### src/rtl/cordic_vector_iter.sv
// Iterative vectoring-mode CORDIC engine: rotates (x, y) onto the positive x axis
// and returns the gain-scaled magnitude and atan2(y, x) in Q3.29 radians.
module cordic_vector_iter #(
    parameter int ITER = 16,
    parameter int W    = 32
) (
    input  logic                clk,
    input  logic                rst,
    input  logic                in_valid,
    output logic                in_ready,
    input  logic signed [W-1:0] x_in,
    input  logic signed [W-1:0] y_in,
    output logic                out_valid,
    input  logic                out_ready,
    output logic signed [W+1:0] mag_out,
    output logic signed [W-1:0] angle_out
);
    localparam int XW = W + 2;
    localparam logic signed [W-1:0] HALF_PI = 32'sh3243F6A9;
    localparam logic [4:0] LAST = 5'(ITER - 1);

    typedef enum logic [1:0] {S_IDLE, S_ITER, S_DONE} state_t;

    // round(atan(2^-i) * 2^29); beyond i=9 the value is 2^(29-i) after rounding
    function automatic logic signed [W-1:0] atan_rom(input logic [4:0] idx);
        case (idx)
            5'd0:    atan_rom = 32'sh1921FB54;
            5'd1:    atan_rom = 32'sh0ED63383;
            5'd2:    atan_rom = 32'sh07D6DD7E;
            5'd3:    atan_rom = 32'sh03FAB753;
            5'd4:    atan_rom = 32'sh01FF55BB;
            5'd5:    atan_rom = 32'sh00FFEAAE;
            5'd6:    atan_rom = 32'sh007FFD55;
            5'd7:    atan_rom = 32'sh003FFFAB;
            5'd8:    atan_rom = 32'sh001FFFF5;
            5'd9:    atan_rom = 32'sh000FFFFF;
            5'd30:   atan_rom = '0;
            default: atan_rom = $signed(32'h1 << (5'd29 - idx));
        endcase
    endfunction

    state_t               state_q, state_d;
    logic [4:0]           i_q, i_d;
    logic signed [XW-1:0] x_q, x_d, y_q, y_d;
    logic signed [W-1:0]  z_q, z_d;
    logic                 zero_q, zero_d;
    logic signed [XW-1:0] mag_q, mag_d;
    logic signed [W-1:0]  ang_q, ang_d;
    logic                 out_valid_q, out_valid_d;
    logic                 in_ready_q, in_ready_d;

    logic signed [XW-1:0] x_ext, y_ext, x_sh, y_sh;
    logic signed [W-1:0]  atan_i;

    always_comb begin
        state_d     = state_q;
        i_d         = i_q;
        x_d         = x_q;
        y_d         = y_q;
        z_d         = z_q;
        zero_d      = zero_q;
        mag_d       = mag_q;
        ang_d       = ang_q;
        out_valid_d = out_valid_q;
        in_ready_d  = in_ready_q;
        x_ext       = $signed({{2{x_in[W-1]}}, x_in});
        y_ext       = $signed({{2{y_in[W-1]}}, y_in});
        x_sh        = x_q >>> i_q;
        y_sh        = y_q >>> i_q;
        atan_i      = atan_rom(i_q);

        case (state_q)
            S_IDLE: begin
                if (in_valid) begin
                    // Fold left half-plane vectors into the right half-plane first
                    if (!x_in[W-1]) begin
                        x_d = x_ext;
                        y_d = y_ext;
                        z_d = '0;
                    end else if (!y_in[W-1]) begin
                        x_d = y_ext;
                        y_d = -x_ext;
                        z_d = HALF_PI;
                    end else begin
                        x_d = -y_ext;
                        y_d = x_ext;
                        z_d = -HALF_PI;
                    end
                    zero_d     = (x_in == '0) && (y_in == '0);
                    i_d        = '0;
                    in_ready_d = 1'b0;
                    state_d    = S_ITER;
                end
            end
            S_ITER: begin
                if (!y_q[XW-1]) begin
                    x_d = x_q + y_sh;
                    y_d = y_q - x_sh;
                    z_d = z_q + atan_i;
                end else begin
                    x_d = x_q - y_sh;
                    y_d = y_q + x_sh;
                    z_d = z_q - atan_i;
                end
                i_d = i_q + 5'd1;
                if (i_q == LAST) state_d = S_DONE;
            end
            S_DONE: begin
                if (!out_valid_q) begin
                    mag_d       = zero_q ? '0 : x_q;
                    ang_d       = zero_q ? '0 : z_q;
                    out_valid_d = 1'b1;
                end else if (out_ready) begin
                    out_valid_d = 1'b0;
                    in_ready_d  = 1'b1;
                    state_d     = S_IDLE;
                end
            end
            default: state_d = S_IDLE;
        endcase
    end

    always_ff @(posedge clk or posedge rst) begin
        if (rst) begin
            state_q     <= S_IDLE;
            i_q         <= '0;
            x_q         <= '0;
            y_q         <= '0;
            z_q         <= '0;
            zero_q      <= 1'b0;
            mag_q       <= '0;
            ang_q       <= '0;
            out_valid_q <= 1'b0;
            in_ready_q  <= 1'b1;
        end else begin
            state_q     <= state_d;
            i_q         <= i_d;
            x_q         <= x_d;
            y_q         <= y_d;
            z_q         <= z_d;
            zero_q      <= zero_d;
            mag_q       <= mag_d;
            ang_q       <= ang_d;
            out_valid_q <= out_valid_d;
            in_ready_q  <= in_ready_d;
        end
    end

    assign in_ready  = in_ready_q;
    assign out_valid = out_valid_q;
    assign mag_out   = mag_q;
    assign angle_out = ang_q;
endmodule

### config.mk
export PLATFORM = sky130hd
export DESIGN_NAME = cordic_vector_iter
export DESIGN_NICKNAME = d
export VERILOG_FILES = /design/src/rtl/cordic_vector_iter.sv
export SDC_FILE = /design/constraint.sdc
export NUM_CORES = 1
export LEC_CHECK = 0
export BUFFER_PORTS_ARGS = -buffer_cell sky130_fd_sc_hd__buf_2
export CAP_MARGIN = 10
export CORE_MARGIN = 2
export CORE_UTILIZATION = 55
export DETAILED_ROUTE_END_ITERATION = 16
export MAX_ROUTING_LAYER = met4
export PLACE_DENSITY_LB_ADDON = 0.08
export SLEW_MARGIN = 20
export SYNTH_ARGS = -nofsm -noshare
export SYNTH_HDL_FRONTEND = slang
export SYNTH_SLANG_ARGS = --single-unit
export TNS_END_PERCENT = 1
### constraint.sdc
create_clock -name clk -period 6.1 [get_ports clk]
set_clock_uncertainty 0.2 [all_clocks]
set_input_delay 0.915 -clock clk [delete_from_list [all_inputs] [get_ports clk]]
set_output_delay 0.915 -clock clk [all_outputs]
set_load 0.01 [all_outputs]
==> metrics.md <==
| Metric | Value |
|---|---|
| Final core utilization | 66.4% |
| Failing checks | setup timing |
| Critical Path Start | i_q[0]$_DFFE_PP0P_ |
| Async SR Flop Fraction | 100% |
| Cell area after synthesis | 22,300 um2 |
| Critical Path AT | 6.39 ns |
| Final setup fails | 3 |
| Avg WL per Cell | 25.8 um |
| Area grow syn2layout | 18.7% |
| Yosys reg bits | 176 |
| Share of cells above drive strength 1 | 23.7% |
| Outcome | finished, violations left |
| Fin worst setup slack | -0.0597 ns |
| Critical-path maximum fanout | 16 |
| PortBufs | 135 |
| Mapped Cells | 2,815 |
| Final period util | 101% |
| Synth cell types | 96 |
| Unrepaired setup endpoints after global routing | true |
| Ys flop type | dfrtp_1 |
| Hold_ws | 0.277 ns |
| First-pass GRT wire length | 140,000 um |
| Gr usage total | 45.1% |
| Achievable Freq | 162 MHz |
| Final WL | 94,200 um |
| CTS sink cnt | 176 |
| CTS tree | done |
| DIE AREA | 42,100 um2 |
| Crit Path Class | flop to flop |
| TritonCTS buffer count | 17 |
| Most common cell after layout, fill and taps aside | buf_4 |
| Clock slew at reported path FFs | 0.09 ns |
| Worst Setup EP | y_q[33]$_DFFE_PP0P_ |
| Cell count of the worst reg-to-reg path | 21 |
| Warnings from Yosys | 0 |
| Number of global-route vias before repair | 23,600 |
| Worst setup EP type | flop |
| Critical path startpoint category | flop |
| I/O pin count | 136 |
| Detail Route Antenna Nets | 0 |
| EDFF count, synth | 0 |
| Cells after DPL | 3,610 |
| Avg Synthesized Cell Area | 7.92 um2 |
| Most frequent cells in the layout | buf_4 (335), a21oi_1 (261), nand2_1 (252), nor2_1 (230), o21ai_0 (223) |
| Layout Cells excl Fill | 3,651 |
| Hold buffers post-CTS | 0 |
| Clock root cell | clkbuf_16 |
| DP HPWL | 71,400 um |
| Syn_nets | 2,995 |
| H-tree Lvls | 4 |
| FF-to-FF End | y_q[33]$_DFFE_PP0P_ |
| # rows | 73 |
| GP Congestion | 1.09 |
| Final hold violation count | 0 |
| Initial DRC Count | 3,191 |
| Die Wd | 205 um |
| Multi-input gate area | 17,100 um2 |
| Fillers | 3,426 |
| Initial antenna violation count | 1 |
| Register Area | 4420 um2 |
| Via count | 25,000 |
| Nets@finish | 3,292 |
| Hold Path Class | flop to flop |
| Post-route DRC | 0 |
| Initial core utilization | 56.0% |
| Crit path time final | 6.16 ns |
| Largest net degree at the start of global routing | 120 |
| Clock latency at the later pin of the worst-skew pair | 0.51 ns |
| Worst Tran Pin Value | 1.13 ns |
| Max_slew headroom | 24.8% |
| Worst reg2reg setup slack | -0.06 ns |
| Initial DRT Pass Iterations | 6 |
| Slew Viols, Final | 0 |
| CORE AREA | 39,800 um2 |
| Required @ worst endpoint | 6.33 ns |
| Remaining Overflow, GRT | 0 |
| Max Buffers Root-to-Sink | 2 |
| Vias per cell | 6.86 |
| Critical R2R Launch | i_q[0]$_DFFE_PP0P_ |
| Die height | 205 um |
| Sequential area share after synthesis | 19.8% |
| Max_cap viols | 0 |
-- state kept, by name, summed over array words and instances, names as in the netlist --
signal,cells
zero_q,1
mag_out,34
in_ready,1
z_q,32
y_q,34
x_q,34
out_valid,1
i_q,5
angle_out,32
state_q,2
-- critical path, stage by stage, from the launching register on --
cell	delay, ns
dfrtp_4	0.55
buf_6	0.17
buf_12	0.16
mux2i_1	0.19
mux4_2	0.52
mux4_2	0.54
ha_1	0.31
nor2_1	0.04
a21oi_1	0.55
ha_1	0.37
a211oi_1	0.27
buf_4	0.16
o21ai_0	0.12
a31o_2	0.28
a41o_1	0.28
a31o_2	0.24
a21oi_2	0.15
o21ai_1	0.12
buf_4	0.17
a221o_1	0.36
xor2_1	0.17
o21ai_1	0.14
-- metrics by stage --
stage	setup WS, ns	cell area (um2)	TNS (ns)
6_report	-0.0597	26400	-0.103
5_1_grt	-0.140	26400	-0.788
4_1_cts	-0.0478	26000	-0.110
3_5_place_dp	-0.173	25400	-0.362
3_3_place_gp	-0.106	25400	-0.106
2_1_floorplan	0.0247	22300	0
-- area by class of cell --
class | instances | share of cell area [%]
Multi-Input combinational cell | 2373 | 64.6
Sequential cell | 176 | 16.7
Timing Repair Buffer | 483 | 13.0
Tap cell | 525 | 2.48
Clock buffer | 17 | 1.61
Inverter | 61 | 0.885
Clock inverter | 15 | 0.691
Antenna cell | 1 | 0.00946
-- metal layers --
metal,GRT usage [%],up-vias,wire length [um]
li1,-,11100,-
met1,52.4,11900,33700
met2,68.9,1604,42200
met3,9.85,424,9860
met4,32.9,0,8410
met5,-,-,0
-- cells in the mapped netlist (8+ instances only) --
master | instances | area [um2]
a21o_1 | 40 | 300
or3_1 | 25 | 156
xnor2_1 | 118 | 1030
o21a_1 | 15 | 113
nor3_1 | 66 | 330
nor2b_1 | 25 | 156
mux2i_1 | 62 | 621
nor2_1 | 234 | 878
mux4_2 | 79 | 1780
ha_1 | 109 | 1360
a22oi_1 | 16 | 120
a311oi_1 | 11 | 96.3
xor2_1 | 100 | 876
and3_1 | 26 | 163
o31ai_1 | 24 | 180
o21ai_0 | 228 | 1140
a31oi_1 | 54 | 338
nand2b_1 | 100 | 626
inv_1 | 59 | 221
nand2_1 | 252 | 946
nand4_1 | 12 | 75.1
o221ai_1 | 9 | 78.8
or2_2 | 17 | 106
clkbuf_1 | 141 | 529
o211ai_1 | 21 | 158
nand3_1 | 44 | 220
a211oi_1 | 121 | 908
dfrtp_1 | 175 | 4380
o22ai_1 | 36 | 225
and2_1 | 22 | 138
buf_1 | 28 | 105
buf_4 | 8 | 60.1
o21bai_1 | 19 | 143
buf_2 | 20 | 100
or4_1 | 8 | 60.1
nor4_1 | 16 | 100
a21oi_1 | 264 | 1320
mux2_2 | 37 | 417
a41oi_1 | 12 | 105
-- timing repair --
action,in CTS,in global routing
gates cloned,0,2
buffers inserted,0,6
gates resized for setup,6,66
setup endpoints to repair,9,33
pin swaps,1,10
-- how the worst min path moves through the flow --
stage	start	end	slack [ns]	depth (start not counted)
2_1_floorplan	state_q[1]$_DFFE_PP0P_	state_q[0]$_DFFE_PP0P_	0.28	1
3_3_place_gp	mag_out[32]$_DFFE_PP0P_	mag_out[32]$_DFFE_PP0P_	0.26	2
3_5_place_dp	mag_out[11]$_DFFE_PP0P_	mag_out[11]$_DFFE_PP0P_	0.26	2
4_1_cts	angle_out[14]$_DFFE_PP0P_	angle_out[14]$_DFFE_PP0P_	0.28	2
5_1_grt	angle_out[14]$_DFFE_PP0P_	angle_out[14]$_DFFE_PP0P_	0.30	2
6_report	mag_out[1]$_DFFE_PP0P_	mag_out[1]$_DFFE_PP0P_	0.28	2
-- kinds of logic after synthesis --
kind of cell             count (synthesis)  synth area share, %
AO/OA/AOI/OAI                          973                 27.7
buffers and inverters                  266                 5.04
flip-flops                             176                 19.8
adder cells (fa/ha/maj)                112                 6.39
XOR/XNOR                               218                 8.57
multiplexers                           180                 12.8
AND/OR/NAND/NOR                        890                 19.8
Power is left out: the tool's default activity adds up to more than one toggle a clock period on the data nets, which glitch-free logic cannot reach.
